===== config.mk =====
export PLATFORM = sky130hd
export DESIGN_NAME = alu_seq
export DESIGN_NICKNAME = d
export VERILOG_FILES = /design/src/rtl/alu_seq.sv
export SDC_FILE = /design/constraint.sdc
export NUM_CORES = 1
export LEC_CHECK = 0
export BUFFER_PORTS_ARGS = -buffer_cell sky130_fd_sc_hd__buf_2
export CAP_MARGIN = 40
export CORE_MARGIN = 3
export CORE_UTILIZATION = 56
export DETAILED_ROUTE_END_ITERATION = 7
export HOLD_SLACK_MARGIN = 0.15
export PLACE_DENSITY = 0.8
export SLEW_MARGIN = 15
export SYNTH_ARGS = -nofsm -noshare
export SYNTH_HDL_FRONTEND = slang
export SYNTH_SLANG_ARGS = --single-unit

===== constraint.sdc =====
create_clock -name clk -period 3.5 [get_ports clk]
set_input_delay 0.525 -clock clk [delete_from_list [all_inputs] [get_ports clk]]
set_output_delay 0.525 -clock clk [all_outputs]
set_load 0.02 [all_outputs]

===== src/rtl/alu_seq.sv =====
// alu_seq: sequences a 2N-bit ADD/ADC/SUB/CMP through an external N-bit ALU
// slice, low byte first. Subtraction resolves the low-byte borrow in a
// separate FIX pass so the external ALU never needs a borrow-in on SUB.
module alu_seq #(
   parameter int N = 8
) (
   input  logic           clk,
   input  logic           reset_n,
   input  logic           start,
   input  logic [1:0]     op,
   input  logic [2*N-1:0] a,
   input  logic [2*N-1:0] b,
   output logic           busy,
   output logic           done,
   output logic [2*N-1:0] result,
   output logic           flag_c,
   output logic           flag_z,
   output logic [3:0]     alu_mode,
   output logic           alu_cin,
   output logic [N-1:0]   alu_a,
   output logic [N-1:0]   alu_b,
   input  logic [N-1:0]   alu_out,
   input  logic           alu_cout
);

   localparam logic [3:0] ALU_ADD = 4'd0;
   localparam logic [3:0] ALU_SUB = 4'd1;

   localparam logic [1:0] OP_ADD = 2'b00;
   localparam logic [1:0] OP_ADC = 2'b01;
   localparam logic [1:0] OP_CMP = 2'b11;

   typedef enum logic [2:0] {
      S_IDLE,
      S_LO,
      S_HI,
      S_FIX,
      S_DONE
   } state_t;

   state_t         state;
   logic [1:0]     op_r;
   logic [2*N-1:0] a_r;
   logic [2*N-1:0] b_r;
   logic [N-1:0]   res_lo;
   logic [N-1:0]   res_hi;
   logic           c_lo;
   logic           c_hi;

   logic           is_sub;
   logic           finish;
   logic           fin_c;
   logic [2*N-1:0] fin_res;

   // op[1] selects the subtract family (SUB and CMP)
   assign is_sub = op_r[1];

   // Final values are formed from the ALU output of the last arithmetic pass
   always_comb begin
      finish  = ((state == S_HI) && !is_sub) || (state == S_FIX);
      fin_c   = (state == S_FIX) ? (c_hi | alu_cout) : alu_cout;
      fin_res = {alu_out, res_lo};
   end

   // External ALU drive, decoded from the current state; idle drive is all-zero ADD
   always_comb begin
      alu_mode = ALU_ADD;
      alu_cin  = 1'b0;
      alu_a    = '0;
      alu_b    = '0;
      case (state)
         S_LO: begin
            alu_a = a_r[N-1:0];
            alu_b = b_r[N-1:0];
            if (is_sub) alu_mode = ALU_SUB;
            else        alu_cin  = (op_r == OP_ADC) ? flag_c : 1'b0;
         end
         S_HI: begin
            alu_a = a_r[2*N-1:N];
            alu_b = b_r[2*N-1:N];
            if (is_sub) alu_mode = ALU_SUB;
            else        alu_cin  = c_lo;
         end
         S_FIX: begin
            alu_mode = ALU_SUB;
            alu_a    = res_hi;
            alu_b    = {{(N-1){1'b0}}, c_lo};
         end
         default: ;
      endcase
   end

   // Sequencer: operand capture, per-byte result capture and registered outputs
   always_ff @(posedge clk or negedge reset_n) begin
      if (!reset_n) begin
         state  <= S_IDLE;
         op_r   <= OP_ADD;
         a_r    <= '0;
         b_r    <= '0;
         res_lo <= '0;
         res_hi <= '0;
         c_lo   <= 1'b0;
         c_hi   <= 1'b0;
         busy   <= 1'b0;
         done   <= 1'b0;
         result <= '0;
         flag_c <= 1'b0;
         flag_z <= 1'b0;
      end else begin
         case (state)
            S_IDLE: begin
               if (start) begin
                  op_r  <= op;
                  a_r   <= a;
                  b_r   <= b;
                  busy  <= 1'b1;
                  state <= S_LO;
               end
            end
            S_LO: begin
               res_lo <= alu_out;
               c_lo   <= alu_cout;
               state  <= S_HI;
            end
            S_HI: begin
               res_hi <= alu_out;
               c_hi   <= alu_cout;
               state  <= is_sub ? S_FIX : S_DONE;
            end
            S_FIX: begin
               res_hi <= alu_out;
               c_hi   <= c_hi | alu_cout;
               state  <= S_DONE;
            end
            S_DONE: begin
               // first DONE cycle settles the outputs, second one carries the pulse
               if (!done) begin
                  done <= 1'b1;
               end else begin
                  done  <= 1'b0;
                  busy  <= 1'b0;
                  state <= S_IDLE;
               end
            end
            default: state <= S_IDLE;
         endcase

         if (finish) begin
            flag_c <= fin_c;
            flag_z <= (fin_res == '0);
            if (op_r != OP_CMP) result <= fin_res;
         end
      end
   end

endmodule


==> results of run 1 <==
worst paths after layout:
| check | cells after the start | slack, ns | to | start |
|---|---|---|---|---|
| max | 4 | 0.82 | alu_b[4] | state[1] |
| min | 3 | 0.39 | op_r[1] | op[1] |
| max reg2reg | 3 | 1.03 | result[7] | state[1] |
| min reg2reg | 1 | 0.49 | a_r[4] | a_r[4] |
| max in group asynchronous | 3 | 2.33 | b_r[10] | reset_n |
| min in group asynchronous | 2 | 0.62 | done | reset_n |
state kept, by name, indices dropped and copies added (netlist names), 2 cells and up:
signal	cells
res_hi	8
res_lo	8
op_r	2
state	3
result	16
b_r	16
a_r	16
what timing repair did:
action	4_1_cts	5_1_grt
endpoints found under the hold margin	21	0
buffers inserted	0	0
hold buffers	1	0
setup endpoints to repair	0	0
report_power, final:
| group | switching [uW] | leakage, uW | total, uW | internal (uW) |
|---|---|---|---|---|
| combinational | 846 | 0.000893 | 1610 | 760 |
| clock | 310 | 0.000113 | 750 | 440 |
| sequential | 281 | 0.000890 | 1580 | 1300 |
placed cells by master (no fill, tap or decap), drive strengths merged:
| master | count |
|---|---|
| nand2 | 30 |
| nor2 | 18 |
| nand2b | 5 |
| or4b | 1 |
| a22oi | 16 |
| dlygate4sd3 | 1 |
| o31a | 1 |
| a21oi | 3 |
| and3b | 1 |
| o21ai | 6 |
| clkbuf | 12 |
| nor2b | 4 |
| a211oi | 1 |
| nor3 | 1 |
| nor4b | 1 |
| nor4 | 4 |
| buf | 89 |
| clkinvlp | 1 |
| mux2i | 1 |
| inv | 2 |
| conb | 3 |
| dfrtp | 75 |
| nand4 | 1 |
| clkinv | 1 |
| a31oi | 1 |
| mux2 | 67 |
| xnor2 | 1 |
| o2bb2ai | 1 |
| bufinv | 2 |
| o221a | 1 |
metrics by stage:
step | utilization (%) | instances | total power, uW
2_1_floorplan | - | 264 | 2737
3_3_place_gp | 66.76 | 405 | 3129
3_5_place_dp | 67.25 | 406 | 3204
4_1_cts | 71.49 | 423 | 3971
5_1_grt | 71.49 | 423 | 4197
6_report | 71.49 | 423 | 3938
cells by family (layout without fill, tap and decap cells):
| group | after synthesis | after routing | synth area share (%) |
|---|---|---|---|
| compound gates | 30 | 30 | 6.388 |
| xor+xnor | 1 | 1 | 0.2646 |
| buf+inv | 21 | 108 | 3.855 |
| flops | 75 | 75 | 56.69 |
| mux | 68 | 68 | 23.09 |
| other cells | 1 | 3 | 0.1133 |
| simple gates | 66 | 66 | 9.599 |
metal layers:
layer / up-vias / wire, microns / global-route usage (%)
met5: - / 0 / 0
met4: 0 / 139 / 7.578
met3: 13 / 372 / 5.357
met2: 73 / 3464 / 35.71
met1: 1173 / 2974 / 27.60
li1: 1079 / - / -
worst reg2reg max path: stages (launching register included):
cell	delay, ns
dfrtp_1	0.77
nand2b_1	0.42
a21oi_2	0.76
mux2_2	0.42
final cells by class:
| class | count | area, sq um | area share [%] |
|---|---|---|---|
| Multi-Input combinational cell | 168 | 1314 | 32.77 |
| Timing Repair Buffer | 90 | 493.0 | 12.30 |
| Clock inverter | 4 | 72.57 | 1.810 |
| Clock buffer | 12 | 155.1 | 3.870 |
| Inverter | 2 | 7.507 | 0.1873 |
| Tap cell | 72 | 90.09 | 2.247 |
| Sequential cell | 75 | 1877 | 46.82 |
==> impl_metrics.env, run 1 <==
export IMPL_status="completed"
export IMPL_cap_viol_max_count=0
export IMPL_hold_viol_final=0
export IMPL_critPathArrivalTime_ns=2.15
export IMPL_p_leak_uw=0.001895
export IMPL_crit_family="simple AND/OR/NAND/NOR gates"
export IMPL_clock_skew_ns=0.005118
export IMPL_synth_edff_count=0
export IMPL_rows=27
export IMPL_grt_usage_pct=21.55
export IMPL_path_cells="nor2b_1 -> a22oi_1 -> nor2_1 -> buf_2"
export IMPL_post_dp_hpwl_microns=4922
export IMPL_synth_top_area_cell="dfrtp_1"
export IMPL_worst_slew_pin_slew_ns=0.8712
export IMPL_worst_slack_ns=0.8206
export IMPL_preCtsSetupSlack_ns=1.039
export IMPL_setup_tns_ns=0
export IMPL_cts_repair_resized=0
export IMPL_required_ns=2.97
export IMPL_cts_buffers=9
export IMPL_path_buf_inv=1
export IMPL_antenna_found_initial=0
export IMPL_cts_path_max_buffers=2
export IMPL_synthTopCellsByArea="dfrtp_1 57%, mux2_2 21%, a22oi_1 3.6%"
export IMPL_critical_path_max_stage_delay_ns=0.65
export IMPL_io_buffer_count=83
export IMPL_die_w_microns=82.89
export IMPL_synth_ff_type="dfrtp_1"
export IMPL_ioPinCount=87
export IMPL_grt_max_degree=55
export IMPL_yosys_area_top_type_share_pct=56.69
export IMPL_num_nets_final=392
export IMPL_whs_ns=0.3910
export IMPL_max_slew_margin_pct=41.92
export IMPL_clkSinkCount=75
export IMPL_drtPass1Iterations=4
export IMPL_grt_pass1_vias=2451
export IMPL_fill_cells=445
export IMPL_dpl_cell_area_sq_um=3771
export IMPL_vias_per_cell=5.527
export IMPL_synth_seq_cells=75
export IMPL_fin_crit_ns=2.679
export IMPL_worstSkewPairLatency_ns=0.34
export IMPL_cts_root_buf="clkbuf_8"
export IMPL_fp_dieH_microns=82.89
export IMPL_hold_path_class="input pin to register"
export IMPL_critPathMaxFanout=20
export IMPL_fmax_ghz=0.3732
export IMPL_ys_seq_area_share_pct=56.69
export IMPL_gp_congestion=0.7690
export IMPL_wire_per_inst_microns=16.43
export IMPL_yosys_warnings=0
export IMPL_p_per_area_nw_per_um2=982.3
export IMPL_slew_violations=0
export IMPL_antenna_diode_count=0
export IMPL_syn_inst=262
export IMPL_ir_drop_mv=0.5375
export IMPL_first_iter_violations=179
export IMPL_crit_path_end_kind="primary output"
export IMPL_grt_pass1_wl_microns=11960
export IMPL_wl_microns=6950
export IMPL_worst_setup_path_start_kind="register"
export IMPL_num_vias=2338
export IMPL_avgSynthCellArea_sq_um=12.64
export IMPL_clkTransAtPathRegs_ns=0.07
export IMPL_yosysMostFrequentCell="dfrtp_1"
export IMPL_cts_tree="built"
export IMPL_setup_violations_final=0
export IMPL_rsz0062_at_grt="no"
export IMPL_yosys_top_cells_count="75 x dfrtp_1, 63 x mux2_2, 30 x nand2_1"
export IMPL_grt_overflow_total=0
export IMPL_postSynth_asyncResetShare_pct=100.0
export IMPL_syn_to_final_growth_pct=21.09
export IMPL_netlist_area_sq_um=3311
export IMPL_dieArea_sq_um=6871
export IMPL_cpMaxStageDelayCell="nor2b_1"
export IMPL_finish_instance_area_sq_um=4009
export IMPL_fin_crit_sh_pct=76.55
export IMPL_antenna_left=0
export IMPL_drc=0
export IMPL_ctsHtreeMaxLevel=3
export IMPL_path_class="register to primary output"
export IMPL_synth_cell_types=31
export IMPL_initial_core_util_pct=59.04
export IMPL_core_sq_um=5608
export IMPL_drive_gt1_share_pct=49.00
No activity file was read; power rests on OpenSTA's default activity.
==> run 2, diff against run 1 <==
--- a/config.mk
+++ b/config.mk
@@ -8,10 +8,10 @@
 export BUFFER_PORTS_ARGS = -buffer_cell sky130_fd_sc_hd__buf_2
 export CAP_MARGIN = 40
 export CORE_MARGIN = 3
-export CORE_UTILIZATION = 56
+export CORE_UTILIZATION = 52
 export DETAILED_ROUTE_END_ITERATION = 7
 export HOLD_SLACK_MARGIN = 0.15
-export PLACE_DENSITY = 0.8
+export PLACE_DENSITY = 0.75
 export SLEW_MARGIN = 15
 export SYNTH_ARGS = -nofsm -noshare
 export SYNTH_HDL_FRONTEND = slang
==> constraint.sdc (replaced) <==
create_clock -name clk -period 2.7 [get_ports clk]
set_input_delay 0.405 -clock clk [delete_from_list [all_inputs] [get_ports clk]]
set_output_delay 0.405 -clock clk [all_outputs]
set_load 0.02 [all_outputs]
==> run 2 against run 1 <==
Non-clock buffer count grew 1. Hold slack lost 0.11 ns. Critical path depth rose by 1. Routed wire length shrank 2.6%. Combinational power grew 25%. Critical endpoint is now alu_a[7].
==> impl_metrics.env, run 2 (synthesized netlist as in run 1, its figures left out) <==
export IMPL_worstSkewPairLatency_ns=0.34
export IMPL_r2r_setup_slack_ns=0.59
export IMPL_min_from="op[1]"
export IMPL_cp_depth=5
export IMPL_reg2reg_depth=3
export IMPL_dp_cells=410
export IMPL_largestRegisters="a_r (16), b_r (16), result (16)"
export IMPL_rows=28
export IMPL_antenna_found_initial=0
export IMPL_p_leak_uw=0.001890
export IMPL_timing_rr_start="state[1]"
export IMPL_required_ns=2.30
export IMPL_hold_viol_final=0
export IMPL_crit_path_end_kind="primary output"
export IMPL_num_vias=2291
export IMPL_grt_max_degree=49
export IMPL_p_per_area_nw_per_um2=1245
export IMPL_clkTransAtPathRegs_ns=0.08
export IMPL_cpMaxStageDelayCell="dfrtp_1"
export IMPL_cts_tree="built"
export IMPL_antenna_left=0
export IMPL_final_common_cell="buf_2"
export IMPL_crit_path_end="alu_a[7]"
export IMPL_clock_skew_ns=0.008878
export IMPL_io_buffer_count=83
export IMPL_initial_core_util_pct=54.94
export IMPL_dieArea_sq_um=7360
export IMPL_fp_dieH_microns=85.79
export IMPL_p_total_uw=4975
export IMPL_cap_viol_max_count=0
export IMPL_path_class="register to primary output"
export IMPL_ctsHtreeMaxLevel=3
export IMPL_rsz0062_at_grt="no"
export IMPL_setup_violations_final=0
export IMPL_critical_path_max_stage_delay_ns=0.77
export IMPL_drc=0
export IMPL_cts_buffers=9
export IMPL_final_cells=427
export IMPL_crit_start="state[1]"
export IMPL_hold_path_class="input pin to register"
export IMPL_cts_root_buf="clkbuf_8"
export IMPL_num_nets_final=393
export IMPL_grt_pass1_vias=2348
export IMPL_worst_setup_path_start_kind="register"
export IMPL_path_buf_inv=2
export IMPL_syn_to_final_growth_pct=20.67
export IMPL_grt_pass1_wl_microns=11310
export IMPL_drtPass1Iterations=4
export IMPL_post_dp_hpwl_microns=4892
export IMPL_drive_gt1_share_pct=49.43
export IMPL_vias_per_cell=5.365
export IMPL_whs_ns=0.2775
export IMPL_status="completed"
export IMPL_fin_crit_sh_pct=89.70
export IMPL_core_sq_um=6026
export IMPL_first_iter_violations=123
export IMPL_ioPinCount=87
export IMPL_grt_overflow_total=0
export IMPL_ir_drop_mv=0.6143
export IMPL_antenna_diode_count=0
export IMPL_clkSinkCount=75
export IMPL_wl_microns=6770
export IMPL_final_cell_mix="82 x buf_2, 75 x dfrtp_1, 63 x mux2_2"
export IMPL_slew_violations=0
export IMPL_path_cells="nor2b_1 -> buf_4 -> a22oi_1 -> nor2_1 -> buf_2"
export IMPL_setup_tns_ns=0
export IMPL_crit_family="flip-flops"
export IMPL_worst_slew_pin_slew_ns=0.7448
export IMPL_r2r_end="flag_c"
export IMPL_fin_crit_ns=2.422
export IMPL_gp_congestion=0.7700
export IMPL_critPathArrivalTime_ns=2.02
export IMPL_cts_path_max_buffers=2
export IMPL_max_slew_margin_pct=50.35
export IMPL_grt_usage_pct=19.68
export IMPL_die_w_microns=85.79
export IMPL_fmax_ghz=0.4129
export IMPL_wire_per_inst_microns=15.85
export IMPL_critPathMaxFanout=20
run 2: cell types whose count changed in the layout (fill, tap and decap cells not counted), sizes merged:
cell    before  now
buf         89   90
clkinv       1    4
clkbuf      12   10
bufinv       2    1
run 2: per-layer routing:
| metal | routed length [microns] | vias to the layer above | track usage (%) |
|---|---|---|---|
| li1 | - | 1086 | - |
| met1 | 3002 | 1133 | 27.61 |
| met2 | 3332 | 67 | 30.65 |
| met3 | 385 | 5 | 3.458 |
| met4 | 49 | 0 | 7.770 |
| met5 | 0 | - | 0 |
run 2: power by group:
group | switching (uW) | internal (uW) | leakage, uW | total, uW
Clock | 416 | 452 | 0.000102 | 868
Sequential | 406 | 1680 | 0.000890 | 2090
Combinational | 1030 | 989 | 0.000898 | 2020
Total | 1850 | 3130 | 0.00189 | 4980
run 2: per-stage QoR:
| stage | setup slack [ns] | cell area, sq um | util [%] |
|---|---|---|---|
| 6_report | 0.2780 | 3995 | 66.30 |
| 5_1_grt | 0.09047 | 3995 | 66.30 |
| 2_1_floorplan | 0.8442 | 3318 | - |
| 3_3_place_gp | 0.6689 | 3755 | 62.31 |
| 4_1_cts | 0.2803 | 3995 | 66.30 |
| 3_5_place_dp | 0.5900 | 3782 | 62.77 |
run 2: worst min-delay path by stage:
stage | endpoint | depth (start not counted)
2_1_floorplan | a_r[0] | 0
3_3_place_gp | res_hi[3] | 2
3_5_place_dp | b_r[13] | 1
4_1_cts | b_r[13] | 2
5_1_grt | a_r[4] | 2
6_report | op_r[1] | 3
run 2: repair_timing:
| item | CTS | global route |
|---|---|---|
| gates resized for setup | 0 | 0 |
| hold endpoints to repair | 27 | 0 |
| hold buffers | 1 | 0 |
| setup buffers | 0 | 0 |
run 2: layout make-up:
| cell class | count | area [sq um] |
|---|---|---|
| fillers | 484 | 2031 |
| flip-flops and latches | 75 | 1877 |
| multi-input cells | 168 | 1314 |
| repair buffers | 91 | 500.5 |
| clock buffers | 10 | 137.6 |
| well taps | 75 | 93.84 |
| clock inverters | 6 | 65.06 |
| inverters | 2 | 7.507 |
run 2: tightest hold or removal path: stages:
cell     delay, ns
buf_2         0.07
nand2_1       0.04
o21ai_0       0.06
